File: src/rtl/mem_arbiter_if.sv
// Bundle of the fetch, data and memory-side signals around mem_arbiter.
// The master modport is the arbiter's view; slave is the CPU/memory environment.
interface mem_arbiter_if #(
    parameter int unsigned AW = 32,
    parameter int unsigned DW = 32
);
    logic          i_req;
    logic [AW-1:0] i_addr;
    logic          i_ack;
    logic [DW-1:0] i_rdata;

    logic          d_req;
    logic          d_we;
    logic [AW-1:0] d_addr;
    logic [DW-1:0] d_wdata;
    logic          d_ack;
    logic [DW-1:0] d_rdata;

    logic          mem_req;
    logic          mem_we;
    logic [AW-1:0] mem_addr;
    logic [DW-1:0] mem_wdata;
    logic [DW-1:0] mem_rdata;
    logic          mem_ready;

    logic          busy;
    logic          owner;

    modport master (
        input  i_req, i_addr, d_req, d_we, d_addr, d_wdata, mem_rdata, mem_ready,
        output i_ack, i_rdata, d_ack, d_rdata, mem_req, mem_we, mem_addr, mem_wdata,
        busy, owner
    );

    modport slave (
        output i_req, i_addr, d_req, d_we, d_addr, d_wdata, mem_rdata, mem_ready,
        input  i_ack, i_rdata, d_ack, d_rdata, mem_req, mem_we, mem_addr, mem_wdata,
        busy, owner
    );
endinterface

File: src/rtl/mem_arbiter.sv
// Shares one memory port between instruction fetch and data access.
// Data has priority; a saturating starvation counter forces a fetch grant.
module mem_arbiter #(
    parameter int unsigned AW           = 32,
    parameter int unsigned DW           = 32,
    parameter int unsigned STARVE_LIMIT = 4
) (
    input logic           clk,
    input logic           rst,
    mem_arbiter_if.master bus
);
    localparam int unsigned CW = $clog2(STARVE_LIMIT + 1);
    localparam logic [CW-1:0] Limit = CW'(STARVE_LIMIT);

    typedef enum logic [1:0] {StIdle, StBusy, StResp} state_e;

    state_e        state_q, state_d;
    logic          owner_q, owner_d;
    logic          mem_we_q, mem_we_d;
    logic [AW-1:0] mem_addr_q, mem_addr_d;
    logic [DW-1:0] mem_wdata_q, mem_wdata_d;
    logic [DW-1:0] i_rdata_q, i_rdata_d;
    logic [DW-1:0] d_rdata_q, d_rdata_d;
    logic [CW-1:0] starve_q, starve_d;
    logic          fetch_forced;

    always_comb begin
        state_d      = state_q;
        owner_d      = owner_q;
        mem_we_d     = mem_we_q;
        mem_addr_d   = mem_addr_q;
        mem_wdata_d  = mem_wdata_q;
        i_rdata_d    = i_rdata_q;
        d_rdata_d    = d_rdata_q;
        starve_d     = starve_q;
        fetch_forced = bus.i_req && (starve_q == Limit);

        unique case (state_q)
            StIdle: begin
                if (bus.d_req && !fetch_forced) begin
                    state_d     = StBusy;
                    owner_d     = 1'b1;
                    mem_addr_d  = bus.d_addr;
                    mem_we_d    = bus.d_we;
                    mem_wdata_d = bus.d_wdata;
                    // Count only data grants that made a waiting fetch wait longer
                    if (!bus.i_req) begin
                        starve_d = '0;
                    end else if (starve_q != Limit) begin
                        starve_d = starve_q + CW'(1);
                    end
                end else if (bus.i_req) begin
                    state_d     = StBusy;
                    owner_d     = 1'b0;
                    mem_addr_d  = bus.i_addr;
                    mem_we_d    = 1'b0;
                    mem_wdata_d = '0;
                    starve_d    = '0;
                end
            end
            StBusy: begin
                if (bus.mem_ready) begin
                    state_d = StResp;
                    if (!owner_q) begin
                        i_rdata_d = bus.mem_rdata;
                    end else if (!mem_we_q) begin
                        d_rdata_d = bus.mem_rdata;
                    end
                end
            end
            StResp: begin
                state_d = StIdle;
            end
            default: begin
                state_d = StIdle;
            end
        endcase
    end

    always_ff @(posedge clk or negedge rst) begin
        if (!rst) begin
            state_q     <= StIdle;
            owner_q     <= 1'b0;
            mem_we_q    <= 1'b0;
            mem_addr_q  <= '0;
            mem_wdata_q <= '0;
            i_rdata_q   <= '0;
            d_rdata_q   <= '0;
            starve_q    <= '0;
        end else begin
            state_q     <= state_d;
            owner_q     <= owner_d;
            mem_we_q    <= mem_we_d;
            mem_addr_q  <= mem_addr_d;
            mem_wdata_q <= mem_wdata_d;
            i_rdata_q   <= i_rdata_d;
            d_rdata_q   <= d_rdata_d;
            starve_q    <= starve_d;
        end
    end

    // Handshake outputs decode straight from the state register, so reset clears them at once
    assign bus.mem_req   = (state_q == StBusy);
    assign bus.i_ack     = (state_q == StResp) && !owner_q;
    assign bus.d_ack     = (state_q == StResp) && owner_q;
    assign bus.busy      = (state_q != StIdle);
    assign bus.owner     = owner_q;
    assign bus.mem_we    = mem_we_q;
    assign bus.mem_addr  = mem_addr_q;
    assign bus.mem_wdata = mem_wdata_q;
    assign bus.i_rdata   = i_rdata_q;
    assign bus.d_rdata   = d_rdata_q;
endmodule

File: src/flat_wrapper.sv
// flat-port wrapper written by rule: the top's interface ports become plain ports
module mem_arbiter_flat 
#(
    parameter int unsigned AW           = 32,
    parameter int unsigned DW           = 32,
    parameter int unsigned STARVE_LIMIT = 4
)
  (clk, rst, bus_i_req, bus_i_addr, bus_d_req, bus_d_we, bus_d_addr, bus_d_wdata, bus_mem_rdata, bus_mem_ready, bus_i_ack, bus_i_rdata, bus_d_ack, bus_d_rdata, bus_mem_req, bus_mem_we, bus_mem_addr, bus_mem_wdata, bus_busy, bus_owner);
  mem_arbiter_if #(.AW(AW), .DW(DW)) bus_i ();
  input logic clk;
  input logic rst;
  input wire logic [$bits(bus_i.i_req)-1:0] bus_i_req;
  input wire logic [$bits(bus_i.i_addr)-1:0] bus_i_addr;
  input wire logic [$bits(bus_i.d_req)-1:0] bus_d_req;
  input wire logic [$bits(bus_i.d_we)-1:0] bus_d_we;
  input wire logic [$bits(bus_i.d_addr)-1:0] bus_d_addr;
  input wire logic [$bits(bus_i.d_wdata)-1:0] bus_d_wdata;
  input wire logic [$bits(bus_i.mem_rdata)-1:0] bus_mem_rdata;
  input wire logic [$bits(bus_i.mem_ready)-1:0] bus_mem_ready;
  output wire logic [$bits(bus_i.i_ack)-1:0] bus_i_ack;
  output wire logic [$bits(bus_i.i_rdata)-1:0] bus_i_rdata;
  output wire logic [$bits(bus_i.d_ack)-1:0] bus_d_ack;
  output wire logic [$bits(bus_i.d_rdata)-1:0] bus_d_rdata;
  output wire logic [$bits(bus_i.mem_req)-1:0] bus_mem_req;
  output wire logic [$bits(bus_i.mem_we)-1:0] bus_mem_we;
  output wire logic [$bits(bus_i.mem_addr)-1:0] bus_mem_addr;
  output wire logic [$bits(bus_i.mem_wdata)-1:0] bus_mem_wdata;
  output wire logic [$bits(bus_i.busy)-1:0] bus_busy;
  output wire logic [$bits(bus_i.owner)-1:0] bus_owner;
  assign bus_i.i_req = bus_i_req;
  assign bus_i.i_addr = bus_i_addr;
  assign bus_i.d_req = bus_d_req;
  assign bus_i.d_we = bus_d_we;
  assign bus_i.d_addr = bus_d_addr;
  assign bus_i.d_wdata = bus_d_wdata;
  assign bus_i.mem_rdata = bus_mem_rdata;
  assign bus_i.mem_ready = bus_mem_ready;
  assign bus_i_ack = bus_i.i_ack;
  assign bus_i_rdata = bus_i.i_rdata;
  assign bus_d_ack = bus_i.d_ack;
  assign bus_d_rdata = bus_i.d_rdata;
  assign bus_mem_req = bus_i.mem_req;
  assign bus_mem_we = bus_i.mem_we;
  assign bus_mem_addr = bus_i.mem_addr;
  assign bus_mem_wdata = bus_i.mem_wdata;
  assign bus_busy = bus_i.busy;
  assign bus_owner = bus_i.owner;
  mem_arbiter #(.AW(AW), .DW(DW), .STARVE_LIMIT(STARVE_LIMIT)) u_core (.clk(clk), .rst(rst), .bus(bus_i));
endmodule
File: config.mk
export PLATFORM = sky130hd
export DESIGN_NAME = mem_arbiter_flat
export DESIGN_NICKNAME = d
export VERILOG_FILES = /design/src/rtl/mem_arbiter_if.sv /design/src/rtl/mem_arbiter.sv /design/src/flat_wrapper.sv
export SDC_FILE = /design/constraint.sdc
export NUM_CORES = 1
export LEC_CHECK = 0
export ABC_AREA = 1
export CAP_MARGIN = 20
export CORE_MARGIN = 3
export CORE_UTILIZATION = 45
export CTS_BUF_LIST = sky130_fd_sc_hd__clkbuf_16
export DETAILED_ROUTE_END_ITERATION = 6
export GPL_TIMING_DRIVEN = 0
export PLACE_DENSITY = 0.92
export SLEW_MARGIN = 25
export SYNTH_ARGS = -nofsm -noshare
export SYNTH_HDL_FRONTEND = slang
export SYNTH_SLANG_ARGS = --single-unit
File: constraint.sdc
create_clock -name clk -period 2.45 [get_ports clk]
set_input_delay 0.49 -clock clk [delete_from_list [all_inputs] [get_ports clk]]
set_output_delay 0.49 -clock clk [all_outputs]
set_load 0.005 [all_outputs]
======== Yosys cells after proc, flatten, opt, wreduce, memory -nomap -nowiden ========
Cells that the tools add are included.
storage, ports and cells
  register bits ........................... 135
  input port bits ......................... 134
  logic and storage cells ................. 47
  output and inout bits ................... 134
cells by class
  add/subtract/negate cells ............... 1
  muxes and demuxes ....................... 15
  eq/ne operators ......................... 7
  reduce and logical (&&, ||, !) cells .... 14
  bitwise logic cells ..................... 2
operators by type and width
  cell                   count
  $mux W32               4
  $mux W3                4
  $mux W2                3
  $ne A3 B3 Y1 const B   2
  $reduce_and A3 Y1      2
  $logic_and A1 B1 Y1    4
  $pmux W2 S2            1
  $reduce_and A2 Y1      2
  $reduce_and A4 Y1      1
  $reduce_bool A2 Y1     2
  $add A3 B1 Y3 const B  1
  $eq A3 B3 Y1 const B   1
  $mux W1                3
  $ne A3 B2 Y1 const B   1
  $eq A2 B1 Y1 const B   1
  $eq A2 B2 Y1 const B   1
  $logic_not A1 Y1       2
  $logic_not A2 Y1       1
  $ne A2 B2 Y1 const B   1
  $not A1 Y1             2

======== Logic depth before layout (Yosys ltp) ========
Gate-level depths: netlist (run 1).
  depth after elaboration ................. 6
  gate-level depth with buffers ........... 8
  mapped depth without buffers ............ 7

======== Worst setup path after synthesis (run 1) ========
Ideal clock, no wire load.
  path type ............................... input port to flip-flop
  from .................................... in bus_d_req
  to ...................................... reg u_core.mem_wdata_q[24], in the netlist u_core.bus.mem_wdata[24]
  arrival ................................. 1.280 ns
  required time ........................... 2.329 ns
  library setup time ...................... 0.121 ns
  stages .................................. 8
  buffers on the path ..................... 3
  path slack .............................. 1.050 ns
  path through ............................ buf_2 nor2_4 nor2_8 inv_2 buf_6 buf_6 nand2_1 o21ai_1
between the ends
  cells in the longest elaborated chain, start to end .. 3
  elaborated cells between the ends (all ways) .. 4
  those cells by class .................... mux: 1; reduce/logical: 3
ends and longest elaborated chain
  element                              line                text
  start, declared                      flat_wrapper.sv:14  input wire logic [$bits(bus_i.d_req)-1:0] bus_d_req;
  $logic_and A1 B1 Y1 *                mem_arbiter.sv:40   if (bus.d_req && !fetch_forced) begin
  $reduce_bool A2 Y1 (no source line)  n/a
  $reduce_and A2 Y1 (no source line)   n/a
  end signal, assigned                 mem_arbiter.sv:95   mem_wdata_q <= mem_wdata_d;
  end, declared                        mem_arbiter.sv:21   logic [DW-1:0] mem_wdata_q, mem_wdata_d;
Every way passes the cells marked *; elsewhere a longest branch is shown, timed or not.
A chain may end at the register's enable or synchronous reset.

======== Final worst setup path (run 1) ========
  from .................................... reg u_core.owner_q, in the netlist u_core.bus.owner
  to ...................................... out bus_d_ack
between the ends
  cells in the longest elaborated chain, start to end .. 1
ends and longest elaborated chain
  element                 line                text
  start, declared         mem_arbiter.sv:18   logic owner_q, owner_d;
  start signal, assigned  mem_arbiter.sv:92   owner_q <= owner_d;
  $logic_and A1 B1 Y1     mem_arbiter.sv:105  assign bus.d_ack = (state_q == StResp) && owner_q;
  end, declared           flat_wrapper.sv:22  output wire logic [$bits(bus_i.d_ack)-1:0] bus_d_ack;
Every way passes these cells.

==> metrics, run 1 <==
die width 120.8 µm; fmax 0.4593 GHz; RSZ-0062 raised after global routing false; Worst R2R Start u_core.starve_q[0]; CTS buffer count 17; gr usage total 0.2522; initial antenna violation count 0; sequential fraction of the synthesis area 0.5699; Buf+Inv Stages, Crit Path 2; WP data arrival 1690 ps; via count 5740; peak supply drop 0.6488 mV; total grt overflow 0; Placed Cells 1161; worst slew pin tran 526.6 ps; clk_lat worst skew 410 ps; Setup Slack @ Placement 324.1 ps; port bufs 266; number of setup buffers added after CTS 0; Register Area 3378 µm²; CTS hold repair buffers 0; crit path kind flip-flop to output port; CP top delay family buffers and inverters; Max clock buf depth 2; Post-DP Area 8838 µm²; CP Max Fanout 5; CP Cell Sequence inv_1, nor3_1, clkdlybuf4s50_1; Post-Syn Nets 858; Synth area leaders dfrtp_1 57%, nand2_1 17%, inv_1 8.6%; DIE HEIGHT 120.8 µm; Hold WC Path Type primary input to async pin; global-route wire length before repair 28.54 mm; multi-input combinational cell area 1818 µm²; Post-Syn Instances 722; root buffer cell clkbuf_16; Final Slew Violations 0; CP Capture Type output port; # IOs 268; vias per cell 4.815; finished layout cell area 9440 µm²; layout net count 1144; clk slew on worst S/H paths 60 ps; layout overhead on the synthesized area 59.24%; H-tree Lvls 4; met3 WL 1.266 mm; # rows 41; Tmin final 2177 ps; PwrDens 1175 nW/µm²; crit path launch type flip-flop; status completed; vias in the first global route 5818; Max Cap Viol 0; drt initial violations 399; met1 wire length 7.006 mm; Synth Cell Area 5928 µm²; delay of the slowest critical-path stage 570 ps; PnR worst setup slack 272.5 ps; Worst R2R Setup Slack 820 ps; Avg WL per Cell 15.37 µm; met2 WL 9.267 mm; initial core utilization 0.4641; #FFs+latches synth 135; DRC viols 0; Crit Reg-Reg Endpoint u_core.bus.mem_wdata[16]; DP Wirelength 13.62 mm; synthesized area per cell 8.211 µm²; final std cells w/o fill 1192; Cell variety after synth 23; pin count of the biggest net entering global routing 71; FILL cells 884; Core Footprint 12770 µm²; DR pass1 iterations 5; FF-to-FF path depth 6; leakage power 4.834 nW; Synth area leader dfrtp_1; Synth Warn # 0; clk sinks 135; cts repair resizes 0; WL final 18.32 mm; Final Hold Vio Count 0; Worst Skew 4.965 ps; uppermost routed layer met4; CP max stage cell clkdlybuf4s50_1; required time of the critical path 1960 ps; CTS tree yes; period utilization 0.8888; Final GP Congestion 0.8191; post-synth top area share 0.5699; final setup fails 0; slew margin rel. 0.6489; Diodes inserted 0; die area 14590 µm²; Post-DRT Antenna Nets 0; share of layout cells above drive strength 1 0.06765
kinds of logic (layout without fill, tap and decap cells):
kind of cell	count (synthesis)	after routing	synth area share
AO/OA/AOI/OAI	70	70	0.06015
adder cells (fa/ha/maj)	2	2	0.004221
flip-flops	135	135	0.5699
buffers and inverters	174	472	0.1235
AND/OR/NAND/NOR	341	341	0.2423
final cells by class:
type	instances	share of cell area
Buffer	35	0.02227
Clock inverter	14	0.01869
Clock buffer	17	0.04506
Multi-Input combinational cell	413	0.1926
Inverter	139	0.05527
Tap cell	172	0.02280
Sequential cell	135	0.3579
Timing Repair Buffer	267	0.2855
synth_stat cells (all sizes together):
cell,count
buf,26
clkbuf,9
dfrtp,135
ha,2
inv,139
nand2,265
nand3,68
nand4,1
nor2,5
nor3,2
o21ai,66
o22ai,3
o31ai,1
state kept, by name (all words and copies together), names as in the netlist:
name	cells
u_core.state_q	2
u_core.starve_q	3
u_core.bus.mem_addr	32
u_core.bus.owner	1
u_core.bus.mem_wdata	32
u_core.bus.i_rdata	32
u_core.bus.mem_we	1
u_core.bus.d_rdata	32
placed cells by master, fill, tap and decap left out, types with 7 or more instances in the layout:
master,instances
inv_1,136
o21ai_1,9
clkdlybuf4s50_1,265
nand2_1,263
o21ai_0,57
dfrtp_1,135
buf_4,7
nand3_1,65
clkbuf_1,9
buf_2,12
clkbuf_16,17
per-stage QoR:
stage / total power [mW] / util / hold WS [ps] / TNS, ps
finish: 11.09 / 0.7391 / 19.95 / 0
global route: 11.77 / 0.7391 / 50.98 / 0
CTS: 11.19 / 0.7391 / 30.03 / 0
detailed placement: 8.527 / 0.6919 / 457.9 / 0
global placement: 8.321 / 0.6894 / 453.3 / -585730
floorplan: 5.506 / - / 194.4 / 0
how the worst max path moves through the flow:
stage / start / end / slack [ps] / depth (start not counted)
after floorplan: bus_d_req / u_core.bus.mem_wdata[24] / 1050 / 8
after global placement: rst / u_core.bus.mem_wdata[23] / -4350 / 1
after detailed placement: bus_i_req / u_core.bus.mem_wdata[13] / 320 / 5
after CTS: u_core.bus.owner / bus_d_ack / 240 / 3
after global routing: u_core.bus.owner / bus_d_ack / 200 / 3
final: u_core.bus.owner / bus_d_ack / 270 / 3
per-layer routing:
layer | vias up | GRT usage
li1 | 2749 | -
met1 | 2693 | 0.2873
met2 | 244 | 0.4370
met3 | 54 | 0.06688
met4 | 0 | 0.1261
met5 | - | 0
where the power goes:
part / switching, mW / total [mW] / internal (mW)
clock network: 0.981 / 2.59 / 1.60
registers: 0.614 / 3.90 / 3.28
logic: 2.01 / 4.61 / 2.60
Power figures use the tool's default switching activity.
==> inputs of run 2 (changes only) <==
Settings changed: ABC_CLOCK_PERIOD_IN_PS set to 2450, SLEW_MARGIN 25 to 20.
==> results of run 2 <==
No change in the layout: final DEF, timing and power equal those of run 1.
==> inputs of run 3 (changes only) <==
Settings changed: CAP_MARGIN 20 to unset, GPL_TIMING_DRIVEN 0 to 1.
==> metrics, run 3 (synthesis gave the netlist of run 1 again) <==
status completed (unchanged); global-route wire length before repair 28.17 mm (was 28.54 mm); PwrDens 1154 nW/µm² (was 1175 nW/µm²); share of layout cells above drive strength 1 0.05794 (was 0.06765); Hold WC Path Type primary input to async pin (unchanged); crit path launch type flip-flop (unchanged); required time of the critical path 1960 ps (about the same); DP Wirelength 12.83 mm (was 13.62 mm); CTS tree yes (unchanged); Max clock buf depth 2 (unchanged); setup tns final 0 ps (unchanged); port bufs 267 (was 266); drt initial violations 458 (was 399); final setup fails 0 (unchanged); Diodes inserted 0 (unchanged); cts repair resizes 0 (unchanged); finished layout cell area 9311 µm² (was 9440 µm²); Core Footprint 12770 µm² (unchanged); vias per cell 4.830 (was 4.815); Tmin final 2190 ps (was 2177 ps); crit path kind flip-flop to output port (unchanged); initial core utilization 0.4641 (unchanged); DR pass1 iterations 7 (was 5); pin count of the biggest net entering global routing 65 (was 71); PnR worst setup slack 259.5 ps (was 272.5 ps); Final GP Congestion 0.8165 (was 0.8191); via count 5666 (was 5740); CTS hold repair buffers 0 (unchanged); CP max stage cell clkdlybuf4s50_1 (unchanged); RSZ-0062 raised after global routing false (unchanged); CP Cell Sequence inv_2, nor3_1, clkdlybuf4s50_1 (was inv_1, nor3_1, clkdlybuf4s50_1); hold_ws 30.49 ps (was 19.95 ps); die width 120.8 µm (unchanged); WP data arrival 1700 ps (was 1690 ps); initial antenna violation count 0 (unchanged); gr usage total 0.2472 (was 0.2522); period utilization 0.8941 (was 0.8888); delay of the slowest critical-path stage 580 ps (was 570 ps); # rows 41 (unchanged); total grt overflow 0 (unchanged); Post-DP Area 8757 µm² (was 8838 µm²); CP Max Fanout 4 (was 5); clk slew on worst S/H paths 60 ps (about the same); Final Slew Violations 0 (unchanged); layout net count 1124 (was 1144); Avg WL per Cell 15.29 µm (was 15.37 µm); root buffer cell clkbuf_16 (unchanged); Max Cap Viol 0 (unchanged); WL final 17.94 mm (was 18.32 mm); clk sinks 135 (unchanged); vias in the first global route 5642 (was 5818); layout overhead on the synthesized area 57.07% (was 59.24%); clk_lat worst skew 420 ps (was 410 ps); Worst Skew 10.88 ps (was 4.965 ps); FF-to-FF path depth 8 (was 6); Final Hold Vio Count 0 (unchanged); worst slew pin tran 576.1 ps (was 526.6 ps); H-tree Lvls 4 (unchanged); DIE HEIGHT 120.8 µm (unchanged); CP Capture Type output port (unchanged); leakage power 4.772 nW (was 4.834 nW); # IOs 268 (unchanged); CTS buffer count 17 (unchanged); Setup Slack @ Placement 399.9 ps (was 324.1 ps); slew margin rel. 0.6159 (was 0.6489); die area 14590 µm² (unchanged); fmax 0.4565 GHz (was 0.4593 GHz); number of setup buffers added after CTS 0 (unchanged); Post-DRT Antenna Nets 0 (unchanged); FILL cells 902 (was 884); peak supply drop 0.6370 mV (was 0.6488 mV); most common cell after layout, fill and taps aside clkdlybuf4s50_1 (unchanged); DRC viols 0 (unchanged); commonest cells after routing, fill and taps aside 266 x clkdlybuf4s50_1, 263 x nand2_1, 137 x inv_1, 135 x dfrtp_1, 65 x nand3_1 (was 265 x clkdlybuf4s50_1, 263 x nand2_1, 136 x inv_1, 135 x dfrtp_1, 65 x nand3_1)
==> run 3: final cells by class <==
type                       count  area (µm²)  area share
timing repair buffer         282        2824      0.3033
tap                          172       215.2     0.02311
inverter                     139       521.8     0.05603
multi-input combinational    413        1818      0.1952
clock buffer                  17       425.4     0.04569
sequential                   135        3378      0.3628
clock inverter                15       128.9     0.01384
==> run 3: worst paths after layout <==
| check | startpoint | endpoint | slack, ps |
|---|---|---|---|
| worst max-delay path | u_core.state_q[1] | bus_d_ack | 260 |
| worst max register to register | u_core.starve_q[0] | u_core.bus.mem_addr[17] | 880 |
| worst min-delay path | rst | u_core.bus.d_rdata[9] | 30 |
| min in group clk | u_core.bus.d_rdata[11] | u_core.bus.d_rdata[11] | 470 |
| max in group asynchronous | rst | u_core.bus.mem_addr[28] | 1730 |
| worst min register to register | u_core.bus.d_rdata[11] | u_core.bus.d_rdata[11] | 470 |
==> run 3: critical path: cells and delay by family (launching register included) <==
family | cells | cell delay (ps)
buffers and inverters | 2 | 650
DFF | 1 | 430
and+or+nand+nor | 1 | 210
==> run 3: report_power, final <==
part | leakage (nW) | switching, mW | internal [mW]
clock network | 0.273 | 0.988 | 1.39
registers | 1.69 | 0.616 | 3.28
logic | 2.81 | 1.93 | 2.53
==> run 3: metal layers <==
| metal | vias up | global-route usage | share of wire |
|---|---|---|---|
| li1 | 2701 | - | - |
| met4 | 0 | 0.1353 | 0.047 |
| met1 | 2660 | 0.2892 | 0.38 |
| met3 | 56 | 0.07016 | 0.076 |
| met2 | 249 | 0.4104 | 0.50 |
| met5 | - | 0 | 0 |
==> run 3: per-stage QoR <==
step           utilization  std cells  power, mW
2_1_floorplan            -        722      5.506
3_3_place_gp        0.6856       1141      8.196
3_5_place_dp        0.6856       1141      8.385
4_1_cts             0.7290       1173      10.84
5_1_grt             0.7290       1173      11.44
6_report            0.7290       1173      10.74
